[src/rtl/lsu_pkg.sv]
// Shared definitions for the load/store unit.
//   - lsu_state_e : FSM state encoding (IDLE, REQ, DONE)
//   - LSU_ADDR_W / LSU_DATA_W : default address and data widths
//   - LSU_TIMEOUT : default number of REQ cycles allowed before an access errors out
//   - LSU_CNT_W : width of the timeout counter
package lsu_pkg;

  localparam int LSU_ADDR_W  = 32;
  localparam int LSU_DATA_W  = 32;
  localparam int LSU_TIMEOUT = 15;
  localparam int LSU_CNT_W   = 8;

  typedef enum logic [1:0] {
    IDLE = 2'd0,
    REQ  = 2'd1,
    DONE = 2'd2
  } lsu_state_e;

endpackage

[src/rtl/lsu_timeout_counter.sv]
// Counts cycles spent waiting for the memory acknowledge.
// Ports:
//   clk, rst  : clock, synchronous active-low reset
//   clear     : synchronously zero the count (has priority over enable)
//   enable    : count this cycle
//   expired   : high in the enabled cycle that brings the count to TIMEOUT
// The count holds the number of enabled cycles already completed, so the
// cycle being counted right now is included by comparing count+1.
module lsu_timeout_counter
  import lsu_pkg::*;
#(
  parameter int TIMEOUT = LSU_TIMEOUT
) (
  input  logic clk,
  input  logic rst,
  input  logic clear,
  input  logic enable,
  output logic expired
);

  logic [LSU_CNT_W-1:0] cnt_q;

  always_ff @(posedge clk) begin
    if (!rst || clear) begin
      cnt_q <= '0;
    end else if (enable && (cnt_q != {LSU_CNT_W{1'b1}})) begin
      cnt_q <= cnt_q + 1'b1;
    end
  end

  assign expired = enable &&
                   (({1'b0, cnt_q} + (LSU_CNT_W+1)'(1)) >= (LSU_CNT_W+1)'(TIMEOUT));

endmodule

[src/rtl/load_store_unit.sv]
// Multi-cycle load/store stage between execute and writeback.
// Latches the effective address, store data and direction of a memory
// instruction, runs a req/ack handshake with a variable-latency data memory,
// stalls the core while the access is pending and presents the result for
// one cycle with done_o.
// Ports:
//   clk, rst                      : clock, synchronous active-low reset
//   valid_i, memread_i, memwrite_i: instruction valid and memory controls
//   addr_i, wdata_i               : effective address and store data
//   stall_o                       : hold PC/regfile write while access pending
//   done_o, err_o                 : one-cycle completion / failure pulse
//   rdata_o                       : load result (0 for stores and errors)
//   mem_req_o, mem_we_o, mem_addr_o, mem_wdata_o, mem_ack_i, mem_rdata_i
//                                 : data memory handshake
//   dbg_state                     : current FSM state
// Optional macro: LSU_ALIGN_CHECK_EN -- misaligned accesses complete
// immediately with an error instead of being issued with the low address
// bits cleared.
//
// Memory handshake: mem_req_o rises on entry to REQ and stays high with
// mem_addr_o/mem_we_o/mem_wdata_o stable until the cycle in which mem_ack_i
// is sampled high; mem_rdata_i is taken in that same cycle. mem_ack_i is
// ignored in every other state.
module load_store_unit
  import lsu_pkg::*;
#(
  parameter int ADDR_W  = LSU_ADDR_W,
  parameter int DATA_W  = LSU_DATA_W,
  parameter int TIMEOUT = LSU_TIMEOUT
) (
  input  logic              clk,
  input  logic              rst,
  input  logic              valid_i,
  input  logic [ADDR_W-1:0] addr_i,
  input  logic [DATA_W-1:0] wdata_i,
  input  logic              memread_i,
  input  logic              memwrite_i,
  output logic              stall_o,
  output logic              done_o,
  output logic              err_o,
  output logic [DATA_W-1:0] rdata_o,
  output logic              mem_req_o,
  output logic              mem_we_o,
  output logic [ADDR_W-1:0] mem_addr_o,
  output logic [DATA_W-1:0] mem_wdata_o,
  input  logic              mem_ack_i,
  input  logic [DATA_W-1:0] mem_rdata_i,
  output lsu_state_e        dbg_state
);

  lsu_state_e        state_q;
  logic [ADDR_W-1:0] addr_q;
  logic [DATA_W-1:0] wdata_q;
  logic              we_q;
  logic              start;
  logic              expired;

  assign start = valid_i && (memread_i || memwrite_i);

  lsu_timeout_counter #(
    .TIMEOUT (TIMEOUT)
  ) u_timeout (
    .clk     (clk),
    .rst     (rst),
    .clear   (state_q != REQ),
    .enable  (state_q == REQ),
    .expired (expired)
  );

  // The core must not advance in the cycle a memory instruction is first
  // seen, so stall is combinational on start in IDLE.
  always_comb begin
    stall_o = 1'b0;
    case (state_q)
      IDLE:    stall_o = start;
      REQ:     stall_o = 1'b1;
      default: stall_o = 1'b0;
    endcase
  end

  always_ff @(posedge clk) begin
    if (!rst) begin
      state_q   <= IDLE;
      addr_q    <= '0;
      wdata_q   <= '0;
      we_q      <= 1'b0;
      mem_req_o <= 1'b0;
      done_o    <= 1'b0;
      err_o     <= 1'b0;
      rdata_o   <= '0;
    end else begin
      done_o <= 1'b0;
      err_o  <= 1'b0;
      case (state_q)
        IDLE: begin
          if (start) begin
            addr_q  <= addr_i;
            wdata_q <= wdata_i;
            we_q    <= memwrite_i;  // a store wins if both controls are set
`ifdef LSU_ALIGN_CHECK_EN
            if (addr_i[1:0] != 2'b00) begin
              state_q <= DONE;
              done_o  <= 1'b1;
              err_o   <= 1'b1;
              rdata_o <= '0;
            end else begin
              state_q   <= REQ;
              mem_req_o <= 1'b1;
            end
`else
            state_q   <= REQ;
            mem_req_o <= 1'b1;
`endif
          end
        end
        REQ: begin
          // An ack in the expiry cycle still completes the access normally.
          if (mem_ack_i) begin
            state_q   <= DONE;
            mem_req_o <= 1'b0;
            done_o    <= 1'b1;
            rdata_o   <= we_q ? '0 : mem_rdata_i;
          end else if (expired) begin
            state_q   <= DONE;
            mem_req_o <= 1'b0;
            done_o    <= 1'b1;
            err_o     <= 1'b1;
            rdata_o   <= '0;
          end
        end
        DONE: begin
          state_q <= IDLE;
        end
        default: begin
          state_q   <= IDLE;
          mem_req_o <= 1'b0;
        end
      endcase
    end
  end

  assign mem_we_o    = we_q;
  assign mem_wdata_o = wdata_q;
  assign dbg_state   = state_q;

`ifdef LSU_ALIGN_CHECK_EN
  assign mem_addr_o = addr_q;
`else
  // Word-addressed memory: clear the byte offset instead of faulting.
  assign mem_addr_o = addr_q & ~ADDR_W'(3);
`endif

endmodule

[config.mk]
export PLATFORM = sky130hd
export DESIGN_NAME = load_store_unit
export DESIGN_NICKNAME = d
export VERILOG_FILES = /design/src/rtl/lsu_pkg.sv /design/src/rtl/lsu_timeout_counter.sv /design/src/rtl/load_store_unit.sv
export SDC_FILE = /design/constraint.sdc
export NUM_CORES = 1
export LEC_CHECK = 0
export CAP_MARGIN = 20
export CORE_MARGIN = 5
export CORE_UTILIZATION = 46
export DETAILED_ROUTE_END_ITERATION = 10
export MAX_ROUTING_LAYER = met4
export PLACE_DENSITY = 0.94
export SYNTH_ARGS = -nofsm -noshare
export SYNTH_HDL_FRONTEND = slang
export SYNTH_SLANG_ARGS = --single-unit
[constraint.sdc]
create_clock -name clk -period 3.8 [get_ports clk]
set_input_delay 0.57 -clock clk [delete_from_list [all_inputs] [get_ports clk]]
set_output_delay 0.57 -clock clk [all_outputs]
set_load 0.005 [all_outputs]
Word level (Yosys, flattened, before mapping)
Cells that the tools add are included.

Multipliers: 0. Add/sub/neg operators: 2. Mux-type cells: 14. Div/mod/pow operators: 0. Shift-type cells: 0. Equal/unequal tests: 6. Reduce and logical (&&, ||, !) cells: 14. Order comparisons: 1. Bitwise logic cells: 3.

Operator list (number): $mux W32 (3); $add A8 B1 Y9 const B (1); $ge A9 B4 Y1 const B (1); $add A8 B1 Y8 const B (1); $ne A8 B8 Y1 const B (1); $reduce_and A2 Y1 (4); $mux W2 (3); $mux W1 (5); $pmux W2 S2 (1); $logic_and A1 B1 Y1 (3); $ne A3 B3 Y1 const B (1); $not A1 Y1 (3); $pmux W1 S3 (1); $reduce_and A3 Y1 (1); $reduce_or A3 Y1 (1); $eq A2 B1 Y1 const B (1); $eq A2 B2 Y1 const B (1); $logic_not A2 Y1 (1); $logic_or A1 B1 Y1 (2); $ne A2 B1 Y1 const B (1); $ne A2 B2 Y1 const B (1); $pmux W1 S2 (1); $reduce_bool A2 Y1 (1); $logic_not A1 Y1 (1).

Logic and storage cells: 49. Bits of input ports: 102. Memories kept: 0. Memory bits (read-only): 0. Bits in writable memories: 0. Bits in registers: 110. Bits in latches: 0. Output and inout bits: 103.

Longest topological paths before layout
Gate-level depths: netlist of the first run.

Word-level depth: 6. Mapped depth: 7. Mapped depth without buffers: 6.

Cells and area by module
Synthesis of the first run repeated with hierarchy kept, for this count alone.

Cells, all modules: 434. Area total of the unflattened synthesis: 4266.6 µm².

By module, submodules not included: load_store_unit (seq. area each 2001.9 µm², times used 1, area an instance 3702.3 µm², cells each 371); lsu_timeout_counter (seq. area each 160.2 µm², times used 1, area an instance 564.3 µm², cells each 63).

Worst setup path before layout of the first run
No wires, ideal clock.

Kind: flip-flop to flip-flop. From: reg u_timeout.cnt_q[0]. To: reg rdata_o[0]. Arrival: 1683 ps. Stages on the path, launching flop included: 8. Setup slack: 1996 ps. Setup time: 121 ps. Path buffers: 1. Data required time: 3679 ps. Period minus slack after synthesis: 1804 ps. Cells stage by stage: dfxtp_1 -> inv_1 -> ha_1 -> o21bai_1 -> a221oi_2 -> nor3_4 -> buf_8 -> o21ai_2.

Cells in the longest elaborated chain, start to end: 5.

RTL lines: start: declaration (line lsu_timeout_counter.sv:21) `logic [LSU_CNT_W-1:0] cnt_q;`; start signal: assignment (line lsu_timeout_counter.sv:27) `cnt_q <= cnt_q + 1'b1;`; $add A8 B1 Y9 (line lsu_timeout_counter.sv:32) `(({1'b0, cnt_q} + (LSU_CNT_W+1)'(1)) >= (LSU_CNT_W+1)'(TIMEOUT));`; $ge A9 B4 Y1 (line lsu_timeout_counter.sv:32); $logic_and A1 B1 Y1 (line lsu_timeout_counter.sv:31) `assign expired = enable &&`; $reduce_bool A2 Y1 (no source line); $reduce_and A2 Y1 (no source line); end signal: assignment (line load_store_unit.sv:122) `rdata_o <= we_q ? '0 : mem_rdata_i;`; end: declaration (line load_store_unit.sv:41) `output logic [DATA_W-1:0] rdata_o,`.

Every way passes these cells. A chain may end at the register's enable or synchronous reset.

Final worst setup path of the first run
From: in memwrite_i. To: out stall_o.

Cells in the longest elaborated chain, start to end: 3.

RTL lines: start: declaration (line load_store_unit.sv:37) `input logic memwrite_i,`; $logic_or A1 B1 Y1 (line load_store_unit.sv:58) `assign start = valid_i && (memread_i || memwrite_i);`; $logic_and A1 B1 Y1 (line load_store_unit.sv:58); $pmux W1 S2 (line load_store_unit.sv:74) `case (state_q)`; end: declaration (line load_store_unit.sv:38) `output logic stall_o,`.

Every way passes these cells.

==> results.md, run 1 <==
- Status: finished clean
- Max Slew Vio Count: 0
- Critical path depth: 4
- Setup Skew: ~21 ps
- Clock Tree Root: clkbuf_8
- Synth Flop Type: dfxtp_1
- Hold WC Path Type: reg -> reg
- DRT iter0 DRCs: 341
- Sequential share of power: 51.5%
- Leading area contributor after synthesis: dfxtp_1
- Syn Inst Count: 550
- Critical path origin: memwrite_i
- Worst skew pair latency: 380 ps
- # Max-Cap Violations: 0
- FF-to-FF End: dbg_state[1]$_SDFFE_PN0P_
- Site Rows: 37
- Library cells used by synthesis: 46
- Number of cells on the worst hold path: 2
- Leak: 2.41 nW
- RSZ-0062 raised after global routing: no
- First-pass GRT wire length: 23.7 mm
- Crit path max-delay family: buffers and inverters
- Total grt overflow: 0
- DIE AREA: 12600 µm²
- Seq/Total Area, Yosys: between 40 and 50%
- Antenna violations before repair: 1
- CP max-delay cell: clkdlybuf4s50_1
- Sum Neg Setup Slack: 0 ps
- Peak supply drop: 0.248 mV
- Syn_area_per_cell: 8.74 µm²
- Period minus WS final: 2620 ps
- Resized cells post-CTS: 0
- Slew @ Worst Pin: 1020 ps
- Die height: 112 µm
- Post-synth top area share: 45.0%
- Vias in the first global route: 4870
- Placeable Area: ~10000 µm²
- Synthesized flop and latch total: 108
- CTS H-tree lvls: 3
- Worst path most repeated cell: clkdlybuf4s50_1
- Final Setup Violations: 0
- Via density per instance: 5.55
- Worst stage delay on the critical path: 500 ps
- Slew Limit Headroom: 31.3%
- Int Pwr: about 1.7 mW
- Antenna-violating nets left: 0
- Cells along the critical path: clkdlybuf4s50_1 > o21ai_1 > a21oi_1 > clkdlybuf4s50_1
- Part of the power in combinational logic: 19.3%
- CP Launch Type: primary input
- Psw: 0.675 mW
- Critical Path RT: 3230 ps
- R2r setup slk: 1510 ps
- Largest net degree at the start of global routing: 65
- Worst Setup EP: stall_o
- DRC Markers: 0
- Post-CTS setup buffers: 0
- HPWL Detailed: between 10 and 15 mm
- Input/output buffers: 200
- Worst Path Buf+Inv: 2
- Clk buf depth: 2
- Number of synthesized flops with an enable pin: 0
- Global Route Usage Sum: around a quarter
- Crit end category: output port
- CP Class: in -> out
- Clk sinks: 108
- Switch share: between 20 and 30%
- Gpl congestion: 0.808
- Pwr Total: 2.42 mW
- Peak Freq: 382 MHz
- Share of cells above drive strength 1: 9.68%
- Part of the cycle the worst path needs: between 60% and 70%
- Final hold violation count: 0
- Most common cell in the netlist: nand2_1
- R2R cell count: 7
- Synth cell count leaders: nand2_1 (129), dfxtp_1 (108), a21oi_1 (66)
- Final WL: roughly 15 mm
- Clock power frac: 29.3%
- Routed len/inst: 17.2 µm
- TritonCTS Buffers: 9
- Async SR Flop Fraction: 0%
- # nets final: 822
- Initial Utilization: a little under half
- Worst-path clk slew: 100 ps
- Initial DRT Pass Iterations: 5
- Width of the die: ~110 µm
- DR vias: 4777
- CTS tree: done
- Critical Path Fanout Max: 4
- Synthesized area: 4810 µm²
- P per Cell Area: ~350 nW/µm²
- Syn. warnings: 0
- R2r startpoint: u_timeout.cnt_q[0]$_SDFFE_PN0P_
- # IOs: around 200
- Synth area leaders: dfxtp_1 (45%), nand2_1 (10%), a21oi_1 (6.9%)
- Critical path arrival: 2050 ps
- Area Overhead vs Synth: 44.3%
- Hold-fix buffers, CTS: 0
==> worst min-delay path: stages (launching register included) <==
cell and delay (ps):
dfxtp_1 320, nand2_1 50, a21oi_1 50
==> cell usage in the layout, fill, tap and decap left out, drive strengths merged, types with 6 or more instances in the layout <==
| cell | instances |
|---|---|
| dfxtp | 108 |
| o2111ai | 33 |
| clkbuf | 10 |
| nor2b | 33 |
| buf | 9 |
| nor3 | 6 |
| nor2 | 11 |
| a21oi | 66 |
| clkdlybuf4s50 | 200 |
| inv | 8 |
| o21ai | 36 |
| a22oi | 32 |
| nand2 | 129 |
==> power by group through the flow <==
stage | Sequential [mW] | Combinational [mW] | Clock, mW
4_1_cts | 1.25 | 0.470 | 0.726
6_report | 1.25 | 0.467 | 0.709
3_5_place_dp | 1.27 | 0.467 | 0
2_1_floorplan | 1.27 | 0.175 | 0
3_3_place_gp | 1.27 | 0.452 | 0
5_1_grt | 1.26 | 0.505 | 0.780
==> sequential cells by signal (all words and copies together) (netlist names) <==
name             flops
addr_q              30
dbg_state            2
done_o               1
err_o                1
mem_req_o            1
mem_wdata_o         32
mem_we_o             1
rdata_o             32
u_timeout.cnt_q      8
==> cells by family after synthesis <==
logic type               after synthesis  share of synthesized area (%)
AO/OA/AOI/OAI                        181                           26.9
XOR/XNOR                               8                           1.46
adder cells (fa/ha/maj)                2                          0.520
buffers and inverters                 58                           7.49
flip-flops                           108                           45.0
other                                  1                         0.0780
AND/OR/NAND/NOR                      192                           18.6
==> stage by stage <==
step / hold WS [ps] / setup WS [ps] / utilization (%) / area (µm²) / std cells
after floorplan: 453 / 2000 / - / 4810 / 551
after global placement: 441 / 1140 / 65.5 / 6740 / 843
after detailed placement: 450 / 1040 / 65.5 / 6740 / 843
after CTS: 463 / 1190 / 67.5 / 6940 / 859
after global routing: 477 / 1130 / 67.5 / 6940 / 860
final: 459 / 1180 / 67.5 / 6940 / 860
==> routing by layer <==
metal  wire [µm]  GRT usage [%]  vias up
met5           0              -        -
met4         335           7.69        0
met3        1540           9.60       23
met2        7260           39.3      224
met1        5650           25.4     2261
li1            -              -     2269
==> worst min path at each step <==
stage / from / endpoint / slack, ps
finish: addr_q[26]$_SDFFE_PN0P_ / addr_q[26]$_SDFFE_PN0P_ / 460
global route: addr_q[12]$_SDFFE_PN0P_ / addr_q[12]$_SDFFE_PN0P_ / 480
CTS: addr_q[19]$_SDFFE_PN0P_ / addr_q[19]$_SDFFE_PN0P_ / 460
detailed placement: mem_wdata_o[21]$_SDFFE_PN0P_ / mem_wdata_o[21]$_SDFFE_PN0P_ / 450
global placement: addr_q[12]$_SDFFE_PN0P_ / addr_q[12]$_SDFFE_PN0P_ / 440
floorplan: addr_q[10]$_SDFFE_PN0P_ / addr_q[10]$_SDFFE_PN0P_ / 450
==> layout make-up <==
type                    instances  area, µm²
inverters                       5       18.8
diodes                          1       2.50
flip-flops and latches        108       2160
multi-input cells             385       2300
repair buffers                209       2080
well taps                     136        170
fillers                       791       3340
clock inverters                 6       65.1
clock buffers                  10        138
Note: power is estimated with default switching activity, not from simulation.
==> run 2, diff against run 1 <==
Settings changed: CORE_UTILIZATION 46 to 39, PLACE_DENSITY 0.94 to 0.86.
Clock period 3.8 ns to 2.35 ns, I/O delays scaled along.
==> run 2 against run 1 <==
Wire length fell by 0.47%; worst setup slack got worse by 980 ps; critical endpoint is now rdata_o[7]$_SDFFE_PN0P_; register-to-register slack got worse by 1300 ps; clock-buffer cell count rose by 1; highest routed layer unchanged; clock skew fell by 14 ps; final cell count rose by 4.7%; sequential share of layout area fell by 0.95 points; die area rose by 16%; clock power rose by 110%; non-clock buffer count rose by 11.
==> results.md, run 2 (synthesized netlist as in run 1, its figures left out) <==
- Routed len/inst: 16.3 µm (was 17.2 µm)
- Slew @ Worst Pin: 551 ps (was 1020 ps)
- HPWL Detailed: 10.7 mm (was 10.5 mm)
- Area Overhead vs Synth: 48.9% (was 44.3%)
- Critical path depth: 7 (was 4)
- Site Rows: 40 (was 37)
- Clk sinks: 108 (unchanged)
- Antenna violations before repair: 0 (was 1)
- CP Class: reg -> reg (was in -> out)
- # IOs: 205 (unchanged)
- # Max-Cap Violations: 0 (unchanged)
- DP Cell Count: 886 (was 843)
- Final WL: 14.7 mm (was 14.8 mm)
- FILL cells: 1021 (was 791)
- Hold WC Path Type: reg -> reg (unchanged)
- DR vias: 4758 (was 4777)
- Sum Neg Setup Slack: 0 ps (unchanged)
- Commonest non-fill, non-tap cell in the layout: clkdlybuf4s50_1 (unchanged)
- Hold-fix buffers, CTS: 0 (unchanged)
- Setup Skew: 6.69 ps (was 21.1 ps)
- Antenna cell count: 0 (was 1)
- Worst Hold End: addr_q[24]$_SDFFE_PN0P_ (was addr_q[26]$_SDFFE_PN0P_)
- CTS H-tree lvls: 3 (unchanged)
- Peak Freq: 465 MHz
- CP Launch Type: register (was primary input)
- CTS tree: done (unchanged)
- Clk buf depth: 2 (unchanged)
- DRT iter0 DRCs: 511 (was 341)
- DIE AREA: 14600 µm² (was 12600 µm²)
- HP Start: addr_q[24]$_SDFFE_PN0P_ (was addr_q[26]$_SDFFE_PN0P_)
- Worst-path clk slew: 70 ps (was 100 ps)
- Width of the die: 121 µm (was 112 µm)
- Critical path arrival: 2380 ps (was 2050 ps)
- Final hold violation count: 0 (unchanged)
- R2R cell count: 7 (unchanged)
- Multi-input gate area: 2300 µm² (unchanged)
- Final Setup Violations: 0 (unchanged)
- Crit end category: register (was output port)
- Critical Path RT: 2580 ps (was 3230 ps)
- First-pass GRT wire length: 23.5 mm (was 23.7 mm)
- Max Slew Vio Count: 0 (unchanged)
- Period minus WS final: 2150 ps
- FF-to-FF End: rdata_o[7]$_SDFFE_PN0P_ (was dbg_state[1]$_SDFFE_PN0P_)
- DRC Markers: 0 (unchanged)
- Vias in the first global route: 4633 (was 4870)
- Leak: 2.50 nW (was 2.41 nW)
- Gpl congestion: 0.869 (was 0.808)
- TritonCTS Buffers: 9 (unchanged)
- Peak supply drop: 0.371 mV (was 0.248 mV)
- Initial Utilization: 39.9% (was 46.8%)
- Crit path max-delay family: buffers and inverters (unchanged)
- Clock Tree Root: clkbuf_16 (was clkbuf_8)
- Layout Cells excl Fill: 900 (was 860)
- Critical Path Fanout Max: 18 (was 4)
- Part of the cycle the worst path needs: roughly nine tenths
- Worst skew pair latency: 340 ps (was 380 ps)
- Most frequent cells in the layout: clkdlybuf4s50_1 (200), nand2_1 (129), dfxtp_1 (108) (unchanged)
- Antenna-violating nets left: 0 (unchanged)
- Slew Limit Headroom: 63.2% (was 31.3%)
- Number of cells on the worst hold path: 2 (unchanged)
- R2r setup slk: 200 ps (was 1510 ps)
- Cells along the critical path: inv_1 > ha_1 > o21bai_1 > a221oi_2 > nor3_4 > buf_4 > o21ai_2 (was clkdlybuf4s50_1 > o21ai_1 > a21oi_1 > clkdlybuf4s50_1)
- Input/output buffers: 200 (unchanged)
- Placeable Area: 12100 µm² (was 10300 µm²)
- Status: finished clean (unchanged)
- Resized cells post-CTS: 0 (unchanged)
- Total grt overflow: 0 (unchanged)
- Share of cells above drive strength 1: 10.7% (was 9.68%)
- Worst stage delay on the critical path: 430 ps (was 500 ps)
- Global Route Usage Sum: 20.3% (was 23.5%)
- # nets final: 833 (was 822)
- Worst Path Buf+Inv: 2 (unchanged)
- Via density per instance: 5.29 (was 5.55)
- R2r startpoint: u_timeout.cnt_q[0]$_SDFFE_PN0P_ (unchanged)
- Post-CTS setup buffers: 0 (unchanged)
- Die height: 121 µm (was 112 µm)
- Register Area: 2160 µm² (unchanged)
- CP max-delay cell: dfxtp_1 (was clkdlybuf4s50_1)
- Largest net degree at the start of global routing: 64 (was 65)
- Initial DRT Pass Iterations: 5 (unchanged)
- P per Cell Area: 599 nW/µm² (was 349 nW/µm²)
- RSZ-0062 raised after global routing: no (unchanged)
==> run 2: cell type report <==
cell class	count	share of cell area [%]
Clock inverter	3	0.647
Multi-Input combinational cell	385	32.2
Inverter	5	0.262
Timing Repair Buffer	220	30.4
Clock buffer	11	3.39
Sequential cell	108	30.2
Tap cell	168	2.94
==> run 2: worst max-delay path by stage <==
stage | to | slack [ps] | start
3_3_place_gp | stall_o | 250 | memwrite_i
6_report | rdata_o[7]$_SDFFE_PN0P_ | 200 | u_timeout.cnt_q[0]$_SDFFE_PN0P_
3_5_place_dp | stall_o | 190 | memwrite_i
5_1_grt | rdata_o[7]$_SDFFE_PN0P_ | 80 | u_timeout.cnt_q[0]$_SDFFE_PN0P_
2_1_floorplan | rdata_o[0]$_SDFFE_PN0P_ | 550 | u_timeout.cnt_q[0]$_SDFFE_PN0P_
4_1_cts | stall_o | 190 | memwrite_i
==> run 2: report_power, final <==
part           switching [mW]  internal [mW]
registers              0.0742           1.94
clock network           0.650          0.848
logic                   0.319          0.450
total                    1.04           3.24
==> run 2: routing by layer <==
layer / global-route usage, % / up-vias / wire [µm]
li1: - / 2291 / -
met1: 24.8 / 2233 / 5940
met2: 32.3 / 218 / 7120
met3: 6.90 / 16 / 1480
met4: 5.31 / 0 / 177
met5: - / - / 0
==> run 2: per-stage QoR <==
stage	setup slack, ps	hold slack (ps)	area (µm²)	util (%)	power, mW
2_1_floorplan	546	453	4810	-	2.34
3_3_place_gp	245	442	6870	57.0	2.80
3_5_place_dp	195	446	6870	57.0	2.83
4_1_cts	194	456	7160	59.4	4.33
5_1_grt	75.9	473	7160	59.4	4.49
6_report	200	453	7160	59.4	4.29
==> run 2: tightest hold or removal path: stages, from the launching register on <==
cell and delay, ps:
dfxtp_1 310, nand2_1 50, a21oi_1 50
